--- src/rtl/ft_frame_tx_if.sv ---
// Pixel-in / byte-out handshake bundle for ft_frame_tx.
// master = packetiser side, slave = pixel source and FT byte sink side.
interface ft_frame_tx_if;
   logic [15:0] in_data;
   logic        in_valid;
   logic        in_sof;
   logic        in_ready;
   logic [7:0]  write_data;
   logic        write;
   logic        wr_ready;

   modport master (
      input  in_data, in_valid, in_sof, wr_ready,
      output in_ready, write_data, write
   );

   modport slave (
      output in_data, in_valid, in_sof, wr_ready,
      input  in_ready, write_data, write
   );
endinterface

--- src/rtl/ft_frame_tx.sv ---
// Frame packetiser: 4-byte header, then RGB565 / GRAY8 / test-pattern payload,
// zero-padded so every frame has a constant byte count.
module ft_frame_tx #(
   parameter int unsigned IM_X      = 1280,
   parameter int unsigned IM_Y      = 720,
   parameter logic [15:0] SYNC_WORD = 16'hA55A
) (
   input  logic          clk,
   input  logic          rst_n,
   input  logic [7:0]    cmd_data,
   input  logic          cmd_valid,
   input  logic [1:0]    mode,
   ft_frame_tx_if.master bus,
   output logic          streaming,
   output logic [7:0]    frame_cnt,
   output logic          sof_err
);
   localparam int unsigned XW = (IM_X > 1) ? $clog2(IM_X) : 1;
   localparam int unsigned YW = (IM_Y > 1) ? $clog2(IM_Y) : 1;
   localparam int unsigned BW = $clog2(IM_X * IM_Y * 2 + 1);

   typedef enum logic [2:0] {S_IDLE, S_WAIT_SOF, S_HDR, S_PIX, S_PAD, S_END} state_t;
   state_t state, state_nx;

   logic [XW-1:0] x;
   logic [YW-1:0] y;
   logic          phase;
   logic [1:0]    hdr_idx;
   logic [BW-1:0] byte_left;
   logic [1:0]    mode_q;
   logic          active, cont, stop_pend;
   logic          can_load, first_pix, sof_seen, premature;
   logic          load, consume, ready_c;
   logic [7:0]    load_data, r8, g8, b8;
   logic [15:0]   ysum;

   assign can_load  = !bus.write || bus.wr_ready;
   assign first_pix = (x == '0) && (y == '0);
   assign sof_seen  = bus.in_valid && bus.in_sof;
   assign premature = sof_seen && !first_pix && !phase;

   assign r8   = {bus.in_data[15:11], bus.in_data[15:13]};
   assign g8   = {bus.in_data[10:5],  bus.in_data[10:9]};
   assign b8   = {bus.in_data[4:0],   bus.in_data[4:2]};
   assign ysum = 16'd77 * r8 + 16'd150 * g8 + 16'd29 * b8;

   // Held at 0 through reset even though IDLE would otherwise accept.
   assign bus.in_ready = rst_n && ready_c;

   always_comb begin
      state_nx  = state;
      load      = 1'b0;
      load_data = '0;
      consume   = 1'b0;
      ready_c   = 1'b0;
      case (state)
         S_IDLE: begin
            ready_c = 1'b1;
            if (active && !stop_pend) state_nx = S_WAIT_SOF;
         end
         S_WAIT_SOF: begin
            ready_c = !sof_seen;
            if (stop_pend)     state_nx = S_IDLE;
            else if (sof_seen) state_nx = S_HDR;
         end
         S_HDR: begin
            if (can_load) begin
               load = 1'b1;
               case (hdr_idx)
                  2'd0:    load_data = SYNC_WORD[15:8];
                  2'd1:    load_data = SYNC_WORD[7:0];
                  2'd2:    load_data = frame_cnt;
                  default: load_data = {6'b0, mode_q};
               endcase
               if (hdr_idx == 2'd3) state_nx = S_PIX;
            end
         end
         S_PIX: begin
            // A pixel is consumed only together with its last output byte.
            ready_c = can_load && !premature && (mode_q != 2'd0 || phase);
            if (premature) begin
               state_nx = S_PAD;
            end else if (can_load && bus.in_valid) begin
               load    = 1'b1;
               consume = ready_c;
               case (mode_q)
                  2'd0:    load_data = phase ? bus.in_data[7:0] : bus.in_data[15:8];
                  2'd1:    load_data = ysum[15:8];
                  default: load_data = 8'(x) ^ 8'(y);
               endcase
               if (byte_left == BW'(1)) state_nx = S_PAD;
            end
         end
         S_PAD: begin
            if (byte_left != '0) begin
               load = can_load;
            end else if (can_load) begin
               state_nx = S_END;
            end
         end
         S_END: state_nx = (cont && !stop_pend) ? S_WAIT_SOF : S_IDLE;
         default: state_nx = S_IDLE;
      endcase
   end

   always_ff @(posedge clk or negedge rst_n) begin
      if (!rst_n) state <= S_IDLE;
      else        state <= state_nx;
   end

   always_ff @(posedge clk or negedge rst_n) begin
      if (!rst_n) begin
         bus.write      <= 1'b0;
         bus.write_data <= '0;
         x              <= '0;
         y              <= '0;
         phase          <= 1'b0;
         hdr_idx        <= '0;
         byte_left      <= '0;
         mode_q         <= '0;
         active         <= 1'b0;
         cont           <= 1'b0;
         stop_pend      <= 1'b0;
         frame_cnt      <= '0;
         sof_err        <= 1'b0;
         streaming      <= 1'b0;
      end else begin
         if (load) begin
            bus.write      <= 1'b1;
            bus.write_data <= load_data;
         end else if (bus.wr_ready) begin
            bus.write <= 1'b0;
         end

         if (state == S_WAIT_SOF && state_nx == S_HDR) begin
            mode_q    <= (mode == 2'd3) ? 2'd0 : mode;
            hdr_idx   <= '0;
            x         <= '0;
            y         <= '0;
            phase     <= 1'b0;
            byte_left <= (mode == 2'd1 || mode == 2'd2) ? BW'(IM_X * IM_Y) : BW'(IM_X * IM_Y * 2);
         end
         if (state == S_HDR && load) hdr_idx <= hdr_idx + 2'd1;
         if ((state == S_PIX || state == S_PAD) && load) byte_left <= byte_left - BW'(1);
         if (state == S_PIX && load && mode_q == 2'd0) phase <= !phase;
         if (consume) begin
            if (x == XW'(IM_X - 1)) begin
               x <= '0;
               y <= (y == YW'(IM_Y - 1)) ? '0 : y + YW'(1);
            end else begin
               x <= x + XW'(1);
            end
         end

         if (state == S_PIX && premature) sof_err <= 1'b1;
         if (state == S_END) frame_cnt <= frame_cnt + 8'd1;

         if (state_nx == S_HDR && state != S_HDR) streaming <= 1'b1;
         else if (state_nx == S_IDLE)             streaming <= 1'b0;

         if (state != S_IDLE && state_nx == S_IDLE) begin
            active    <= 1'b0;
            stop_pend <= 1'b0;
         end
         // Commands land after the flag updates above, so one seen during END applies afterwards.
         if (cmd_valid) begin
            case (cmd_data)
               8'h01: begin active <= 1'b1; cont <= 1'b1; stop_pend <= 1'b0; end
               8'h02: begin active <= 1'b1; cont <= 1'b0; stop_pend <= 1'b0; end
               8'h00: stop_pend <= 1'b1;
               8'h03: sof_err   <= 1'b0;
               default: ;
            endcase
         end
      end
   end
endmodule

--- src/flat_wrapper.sv ---
// flat-port wrapper written by rule: the top's interface ports become plain ports
module ft_frame_tx_flat 
#(
   parameter int unsigned IM_X      = 1280,
   parameter int unsigned IM_Y      = 720,
   parameter logic [15:0] SYNC_WORD = 16'hA55A
)
  (clk, rst_n, cmd_data, cmd_valid, mode, streaming, frame_cnt, sof_err, bus_in_data, bus_in_valid, bus_in_sof, bus_wr_ready, bus_in_ready, bus_write_data, bus_write);
  ft_frame_tx_if bus_i ();
  input  logic clk;
  input  logic rst_n;
  input  logic [7:0] cmd_data;
  input  logic cmd_valid;
  input  logic [1:0] mode;
  output logic streaming;
  output logic [7:0] frame_cnt;
  output logic sof_err;
  input wire logic [$bits(bus_i.in_data)-1:0] bus_in_data;
  input wire logic [$bits(bus_i.in_valid)-1:0] bus_in_valid;
  input wire logic [$bits(bus_i.in_sof)-1:0] bus_in_sof;
  input wire logic [$bits(bus_i.wr_ready)-1:0] bus_wr_ready;
  output wire logic [$bits(bus_i.in_ready)-1:0] bus_in_ready;
  output wire logic [$bits(bus_i.write_data)-1:0] bus_write_data;
  output wire logic [$bits(bus_i.write)-1:0] bus_write;
  assign bus_i.in_data = bus_in_data;
  assign bus_i.in_valid = bus_in_valid;
  assign bus_i.in_sof = bus_in_sof;
  assign bus_i.wr_ready = bus_wr_ready;
  assign bus_in_ready = bus_i.in_ready;
  assign bus_write_data = bus_i.write_data;
  assign bus_write = bus_i.write;
  ft_frame_tx #(.IM_X(IM_X), .IM_Y(IM_Y), .SYNC_WORD(SYNC_WORD)) u_core (.clk(clk), .rst_n(rst_n), .cmd_data(cmd_data), .cmd_valid(cmd_valid), .mode(mode), .bus(bus_i), .streaming(streaming), .frame_cnt(frame_cnt), .sof_err(sof_err));
endmodule
--- config.mk ---
export PLATFORM = sky130hd
export DESIGN_NAME = ft_frame_tx_flat
export DESIGN_NICKNAME = d
export VERILOG_FILES = /design/src/rtl/ft_frame_tx_if.sv /design/src/rtl/ft_frame_tx.sv /design/src/flat_wrapper.sv
export SDC_FILE = /design/constraint.sdc
export NUM_CORES = 1
export LEC_CHECK = 0
export ABC_AREA = 1
export CAP_MARGIN = 0
export CORE_MARGIN = 2
export CORE_UTILIZATION = 25
export CTS_CLUSTER_SIZE = 16
export DETAILED_ROUTE_END_ITERATION = 12
export PLACE_DENSITY_LB_ADDON = 0.08
export SLEW_MARGIN = 20
export SYNTH_ARGS = -nofsm -noshare
export SYNTH_HDL_FRONTEND = slang
export SYNTH_SLANG_ARGS = --single-unit
export TNS_END_PERCENT = 5
--- constraint.sdc ---
create_clock -name clk -period 6.06 [get_ports clk]
set_input_delay 1.818 -clock clk [delete_from_list [all_inputs] [get_ports clk]]
set_output_delay 1.818 -clock clk [all_outputs]
set_load 0.05 [all_outputs]
==> results of run 1 <==
==> state kept, by name, summed over array words and instances, names as in the netlist, 2 cells and up <==
name / cells
u_core.frame_cnt: 8
u_core.hdr_idx: 2
u_core.x: 11
u_core.byte_left: 21
u_core.y: 10
u_core.mode_q: 2
u_core.bus.write_data: 8
u_core.state: 3
==> cell usage after synthesis (7+ instances only) <==
master | instances | area [um^2]
sky130_fd_sc_hd__xor2_1 | 27 | 236.5
sky130_fd_sc_hd__nor2_1 | 91 | 341.6
sky130_fd_sc_hd__or2_2 | 8 | 50.05
sky130_fd_sc_hd__nand2_1 | 220 | 825.8
sky130_fd_sc_hd__dfrtp_1 | 72 | 1802
sky130_fd_sc_hd__nor3_1 | 14 | 70.07
sky130_fd_sc_hd__inv_1 | 186 | 698.2
sky130_fd_sc_hd__o21ai_2 | 10 | 87.58
sky130_fd_sc_hd__xnor2_1 | 15 | 131.4
sky130_fd_sc_hd__ha_1 | 96 | 1201
sky130_fd_sc_hd__o21ai_0 | 41 | 205.2
sky130_fd_sc_hd__a21oi_1 | 32 | 160.2
sky130_fd_sc_hd__nand3_1 | 89 | 445.4
sky130_fd_sc_hd__fa_1 | 54 | 1081
sky130_fd_sc_hd__nand4_1 | 14 | 87.58
sky130_fd_sc_hd__nor2_2 | 7 | 43.79
==> routing by layer <==
layer | track usage, % | vias to the layer above | part of all wire (%)
met3 | 2.375 | 9 | 2.3
met5 | 0 | - | 0
met2 | 23.09 | 62 | 42
li1 | - | 3598 | -
met1 | 22.90 | 3258 | 55
met4 | 1.935 | 0 | 0.52
==> logic make-up after synthesis <==
logic type,synth area share [%]
xor+xnor,4.610
compound gates,7.998
buf+inv,9.754
simple gates,26.31
fa+ha+maj,28.60
flops,22.58
mux,0.1411
==> worst paths after layout <==
path | startpoint | to | slack (ps) | cells past startpoint
setup / recovery | bus_in_data[9] | u_core.bus.write_data[7] | -710 | 27
hold / removal | u_core.byte_left[1] | u_core.byte_left[1] | 480 | 2
setup reg to reg | u_core.y[0] | u_core.byte_left[19] | 3660 | 12
hold reg to reg | u_core.byte_left[1] | u_core.byte_left[1] | 480 | 2
max in group asynchronous | rst_n | u_core.mode_q[0] | 3590 | 2
min in group asynchronous | rst_n | u_core.y[2] | 1360 | 1
==> critical path: cells and delay by family <==
kind / cells / cell delay, ps
adder cells (fa/ha/maj): 10 / 4020
buffers and inverters: 6 / 340
XOR/XNOR: 1 / 120
AND/OR/NAND/NOR: 10 / 700
==> repair_timing <==
item                       4_1_cts  5_1_grt
setup endpoints to repair        8        8
buffers inserted                 1        2
pin swaps                       22       31
hold buffers                     0        0
resized for setup               51       39
==> stage by stage <==
step | utilization, % | hold WS, ps | instance area [um^2] | instances
floorplan | - | 442.0 | 8098 | 1037
global placement | 30.96 | 464.6 | 9744 | 1574
detailed placement | 30.96 | 468.6 | 9744 | 1574
CTS | 32.30 | 486.7 | 10160 | 1591
global route | 32.82 | 515.6 | 10330 | 1593
finish | 32.82 | 483.2 | 10330 | 1593
==> final cells by class <==
type	count	area (um^2)	share of cell area [%]
clock buffer	11	242.7	2.350
clock inverter	5	63.81	0.6177
inverter	190	720.7	6.977
multi-input combinational	766	5772	55.87
sequential	72	1802	17.44
tap	402	503.0	4.869
timing repair buffer	147	1226	11.87
==> qor.log, run 1 <==
INFO  status         status=finished, violations left
INFO  status         failed_checks=negative setup slack
INFO  grt            grt_pass1_wl=39500um
INFO  cells_and_area count_of_nets_after_finishing=1368
INFO  place          rd_place_congestion=0.8013
INFO  detailed_routing detail_route.vias_per_cell=4.348
INFO  detailed_routing dr_total_vias=6927
INFO  setup_path     critPathLaunchType=input port
INFO  floorplanning  core_area=31470um^2
INFO  floorplanning  die_area=33360um^2
INFO  sta            final.period_utilization=111.8%
INFO  grt            initial_antenna_violation_count=0
INFO  floorplanning  die_h=182.7um
INFO  setup_path     worstPathArrival=7000ps
INFO  yosys          postSynth.topFlopCell=sky130_fd_sc_hd__dfrtp_1
INFO  cells_and_area fill_cells=3340
INFO  setup_path     most_numerous_cell_on_the_critical_path=sky130_fd_sc_hd__fa_1
INFO  detailed_routing drt-pass1-iter-count=4
INFO  yosys          proportion_of_register_bits_with_asynchronous_set_or_reset_after_synthesis=100.0%
INFO  cts            cts.sinks=72
INFO  yosys          synth_nets=1219
INFO  yosys          synth-warning-count=0
INFO  yosys          postSynthRegisterBits=72
INFO  detailed_routing first_iter_violations=272
INFO  cts            cts_buffers=9
INFO  place          preCtsSetupSlack=-1689ps
INFO  cts            cts.path.max_buffers=2
INFO  cts            htreeDepth=3
INFO  sta            unrepaired_setup_endpoints_after_global_routing=true
INFO  floorplanning  floorplan.io_pins=52
INFO  cts            clk_transition_reported_paths=70ps
INFO  cells_and_area final_layout_size_suffix_gt1_share=19.56%
INFO  grt            grt_start_max_net_pins=57
INFO  worst_hold_path worst_hold_path_type=flop to flop
INFO  cells_and_area most_common_cell_after_layout_fill_and_taps_aside=sky130_fd_sc_hd__nand2_1
INFO  yosys          synth_area_per_cell=7.694um^2
INFO  setup_path     worst-setup-path-type=input port to flop
INFO  setup_path     crit_path_max_fanout=4
INFO  grt            first_global_vias=7186
INFO  sta            finalCriticalPeriod=6772ps
INFO  sta            maxClockFrequency=147.7MHz
INFO  sta            slew-limit-headroom=47.00%
INFO  setup_path     timing.critical_path.slowest_cell_delay=560ps
INFO  sta            total_negative_setup_slacks=-5280ps
INFO  floorplanning  die_w=182.7um
INFO  setup_path     worst-endpoint-required=6290ps
INFO  cts            clkLatencyLatePin=350ps
INFO  sta            finalWorstSetupSlack=-712.2ps
INFO  sta            setup_viol=8
INFO  yosys          number_of_synthesized_flops_with_an_enable_pin=0
INFO  cells_and_area layout.cells.most_common_list=sky130_fd_sc_hd__nand2_1, sky130_fd_sc_hd__inv_1, sky130_fd_sc_hd__buf_4, sky130_fd_sc_hd__nor2_1, sky130_fd_sc_hd__nand3_1
INFO  grt            grt_usage=15.12%
INFO  cells_and_area area.growth.synth_to_final=29.47%
INFO  detailed_routing drt_drc_violations_left=0
INFO  setup_path     endpoint_kind=flop
INFO  floorplanning  start_util=25.35%
INFO  sta            finalMaxSlewViolations=0
INFO  sta            worst-slew-pin-transition=795.0ps
INFO  yosys          syn_inst=1037
INFO  floorplanning  num_rows=65
INFO  place          dp_hpwl=19400um
INFO  yosys          post_synth_instance_area=7979um^2
INFO  sta            final-hold-violation-count=0
INFO  detailed_routing post_drt_wl_per_cell=14.68um
INFO  detailed_routing wirelength=23390um
INFO  place          port-buffer-count=51
INFO  cells_and_area antenna-diode-count=0
INFO  yosys          post_synth_num_cell_types=46
INFO  flow_run       max_cap_viol_count=0
INFO  yosys          synth_sequential_area_ratio=22.58%
INFO  sta            worst_clock_skew=14.69ps
INFO  cts            cts_tree=yes
INFO  grt            overflow_left_after_global_routing=0
INFO  setup_path     cell_type_of_the_slowest_stage_on_the_worst_timing_path=sky130_fd_sc_hd__fa_1
INFO  detailed_routing postRouteAntennaNets=0
INFO  cts            cts-root-buf=sky130_fd_sc_hd__clkbuf_16
Power of run 1 is left out: the tool's default activity adds up to more than one toggle a clock period on the data nets, which glitch-free logic cannot reach.
==> run 2: changes to the inputs <==
CORE_UTILIZATION = 50   (was 25)
RECOVER_POWER = 100   (was default)
==> qor.log, run 2 (synthesized netlist as in run 1, its figures left out) <==
INFO  status         status=finished, violations left
INFO  status         failed_checks=negative setup slack
INFO  setup_path     reg2reg_to=u_core.y[0]
INFO  cells_and_area regMostFlops=u_core.byte_left
INFO  sta            unrepaired_setup_endpoints_after_global_routing=true
INFO  place          rd_place_congestion=0.8610
INFO  setup_path     crit_family=adder cells
INFO  flow_run       max_cap_viol_count=0
INFO  sta            worst_clock_skew=7.606ps
INFO  floorplanning  die_w=130.3um
INFO  setup_path     critPathLaunchType=input port
INFO  cells_and_area count_of_nets_after_finishing=1363
INFO  sta            setup_viol=8
INFO  sta            worst-slew-pin-transition=1405ps
INFO  setup_path     timing.critical_path.buf_inv=8
INFO  floorplanning  num_rows=46
INFO  grt            grt_start_max_net_pins=54
INFO  setup_path     worst-endpoint-required=6270ps
INFO  cts            clk_transition_reported_paths=60ps
INFO  sta            slew-limit-headroom=5.963%
INFO  setup_path     endpoint_kind=flop
INFO  floorplanning  floorplan.io_pins=52
INFO  worst_hold_path worst_hold_path_type=flop to flop
INFO  cts            cts_tree=yes
INFO  sta            finalCriticalPeriod=6911ps
INFO  detailed_routing detail_route.vias_per_cell=5.051
INFO  floorplanning  start_util=50.78%
INFO  cts            cts.path.max_buffers=2
INFO  cells_and_area final_layout_size_suffix_gt1_share=16.86%
INFO  cts            clkLatencyLatePin=330ps
INFO  worst_hold_path timing.hold.worst_endpoint=u_core.active
INFO  sta            maxClockFrequency=144.7MHz
INFO  cells_and_area most_common_cell_after_layout_fill_and_taps_aside=sky130_fd_sc_hd__nand2_1
INFO  sta            finalMaxSlewViolations=0
INFO  detailed_routing postRouteAntennaNets=0
INFO  grt            overflow_left_after_global_routing=0
INFO  detailed_routing dr_total_vias=7082
INFO  sta            final-hold-violation-count=0
INFO  cells_and_area layout.cells.most_common_list=sky130_fd_sc_hd__nand2_1, sky130_fd_sc_hd__inv_1, sky130_fd_sc_hd__nor2_1, sky130_fd_sc_hd__buf_4, sky130_fd_sc_hd__nand3_1
INFO  setup_path     worst_r2r_startpoint=u_core.y[0]
INFO  worst_hold_path timing.hold.worst_path_depth=2
INFO  grt            initial_antenna_violation_count=0
INFO  setup_path     crit_path_max_fanout=5
INFO  cells_and_area area.growth.synth_to_final=23.88%
INFO  cts            htreeDepth=3
INFO  grt            first_global_vias=6845
INFO  grt            grt_pass1_wl=33780um
INFO  cells_and_area finalNonFillerCells=1402
INFO  setup_path     worstPathArrival=7120ps
INFO  setup_path     most_numerous_cell_on_the_critical_path=sky130_fd_sc_hd__fa_1
INFO  place          preCtsSetupSlack=-1652ps
INFO  setup_path     timing.critical_path.slowest_cell_delay=560ps
INFO  place          port-buffer-count=51
INFO  floorplanning  die_area=16980um^2
INFO  cts            cts_buffers=9
INFO  place          dpl.cell_count=1377
INFO  setup_path     reg2reg_setup_slack=2610ps
INFO  detailed_routing wirelength=19980um
INFO  setup_path     worst_r2r_path_depth=15
INFO  cts            cts-root-buf=sky130_fd_sc_hd__clkbuf_16
INFO  setup_path     worst-setup-path-type=input port to flop
INFO  floorplanning  core_area=15710um^2
INFO  cts            cts.sinks=72
INFO  setup_path     cell_type_of_the_slowest_stage_on_the_worst_timing_path=sky130_fd_sc_hd__fa_1
INFO  place          dp_hpwl=16120um
INFO  cells_and_area reg.largest.list=u_core.byte_left x21, u_core.x x11, u_core.y x10
INFO  sta            final.period_utilization=114.0%
INFO  worst_hold_path holdCritStartpoint=u_core.active
INFO  detailed_routing drt-pass1-iter-count=5
INFO  detailed_routing drt_drc_violations_left=0
INFO  detailed_routing post_drt_wl_per_cell=14.25um
INFO  sta            finalWorstSetupSlack=-850.7ps
INFO  cts            post_cts_hold_buffer_count=0
INFO  detailed_routing first_iter_violations=411
INFO  cells_and_area antenna-diode-count=0
INFO  floorplanning  die_h=130.3um
INFO  cells_and_area largest_register_ffs=21
INFO  grt            grt_usage=25.43%
## run 2: cell count changes in the layout (fill, tap and decap cells not counted), sizes merged
cell	change
buf	-7
bufinv	+1
clkbuf	+2
clkdlybuf4s50	-21
clkinvlp	+2
dlygate4sd3	+21
inv	-3
## run 2: cell type report
class                      instances  area (um^2)
timing repair buffer             142         1179
fill                            1415         5828
clock inverter                     5        80.08
sequential                        72         1802
multi-input combinational        766         5594
clock buffer                      11        242.7
tap                              216        270.3
inverter                         190        716.9
## run 2: timing repair
item	in CTS	in global routing
setup endpoints to repair	8	8
pin swaps	23	25
gates cloned	0	0
gates resized for setup	44	35
setup buffers	5	4
## run 2: worst min-delay path: cells and delay by family, from the launching register on
family	cells	cell delay, ps
AND/OR/NAND/NOR	2	110
flip-flops	1	350
## run 2: layer usage
layer  part of all wire [%]  GRT usage (%)  up-vias
li1                       -              -     3595
met1                     50          38.70     3304
met2                     43          38.10      164
met3                    5.5          4.551       19
met4                    1.2          4.934        0
met5                      0              0        -
## run 2: through the flow
stage	setup TNS, ps	hold WS [ps]	util (%)	instance area (um^2)
floorplan	-4935	442.0	-	8098
global placement	-11650	465.5	60.01	9429
detailed placement	-12670	473.5	60.01	9429
CTS	-6396	488.1	62.72	9856
global route	-7739	529.9	62.91	9884
finish	-5915	486.3	62.91	9884
## run 2: how the worst max path moves through the flow
| stage | startpoint | end | slack [ps] | cells after the start |
|---|---|---|---|---|
| global route | bus_in_data[9] | u_core.bus.write_data[3] | -1060 | 31 |
| detailed placement | bus_in_data[7] | u_core.bus.write_data[4] | -1650 | 27 |
| floorplan | bus_in_data[7] | u_core.bus.write_data[7] | -750 | 29 |
| CTS | bus_in_data[9] | u_core.bus.write_data[7] | -910 | 33 |
| global placement | bus_in_data[7] | u_core.bus.write_data[4] | -1510 | 26 |
| finish | bus_in_data[9] | u_core.bus.write_data[3] | -850 | 28 |
Power of run 2 is left out for the same reason.
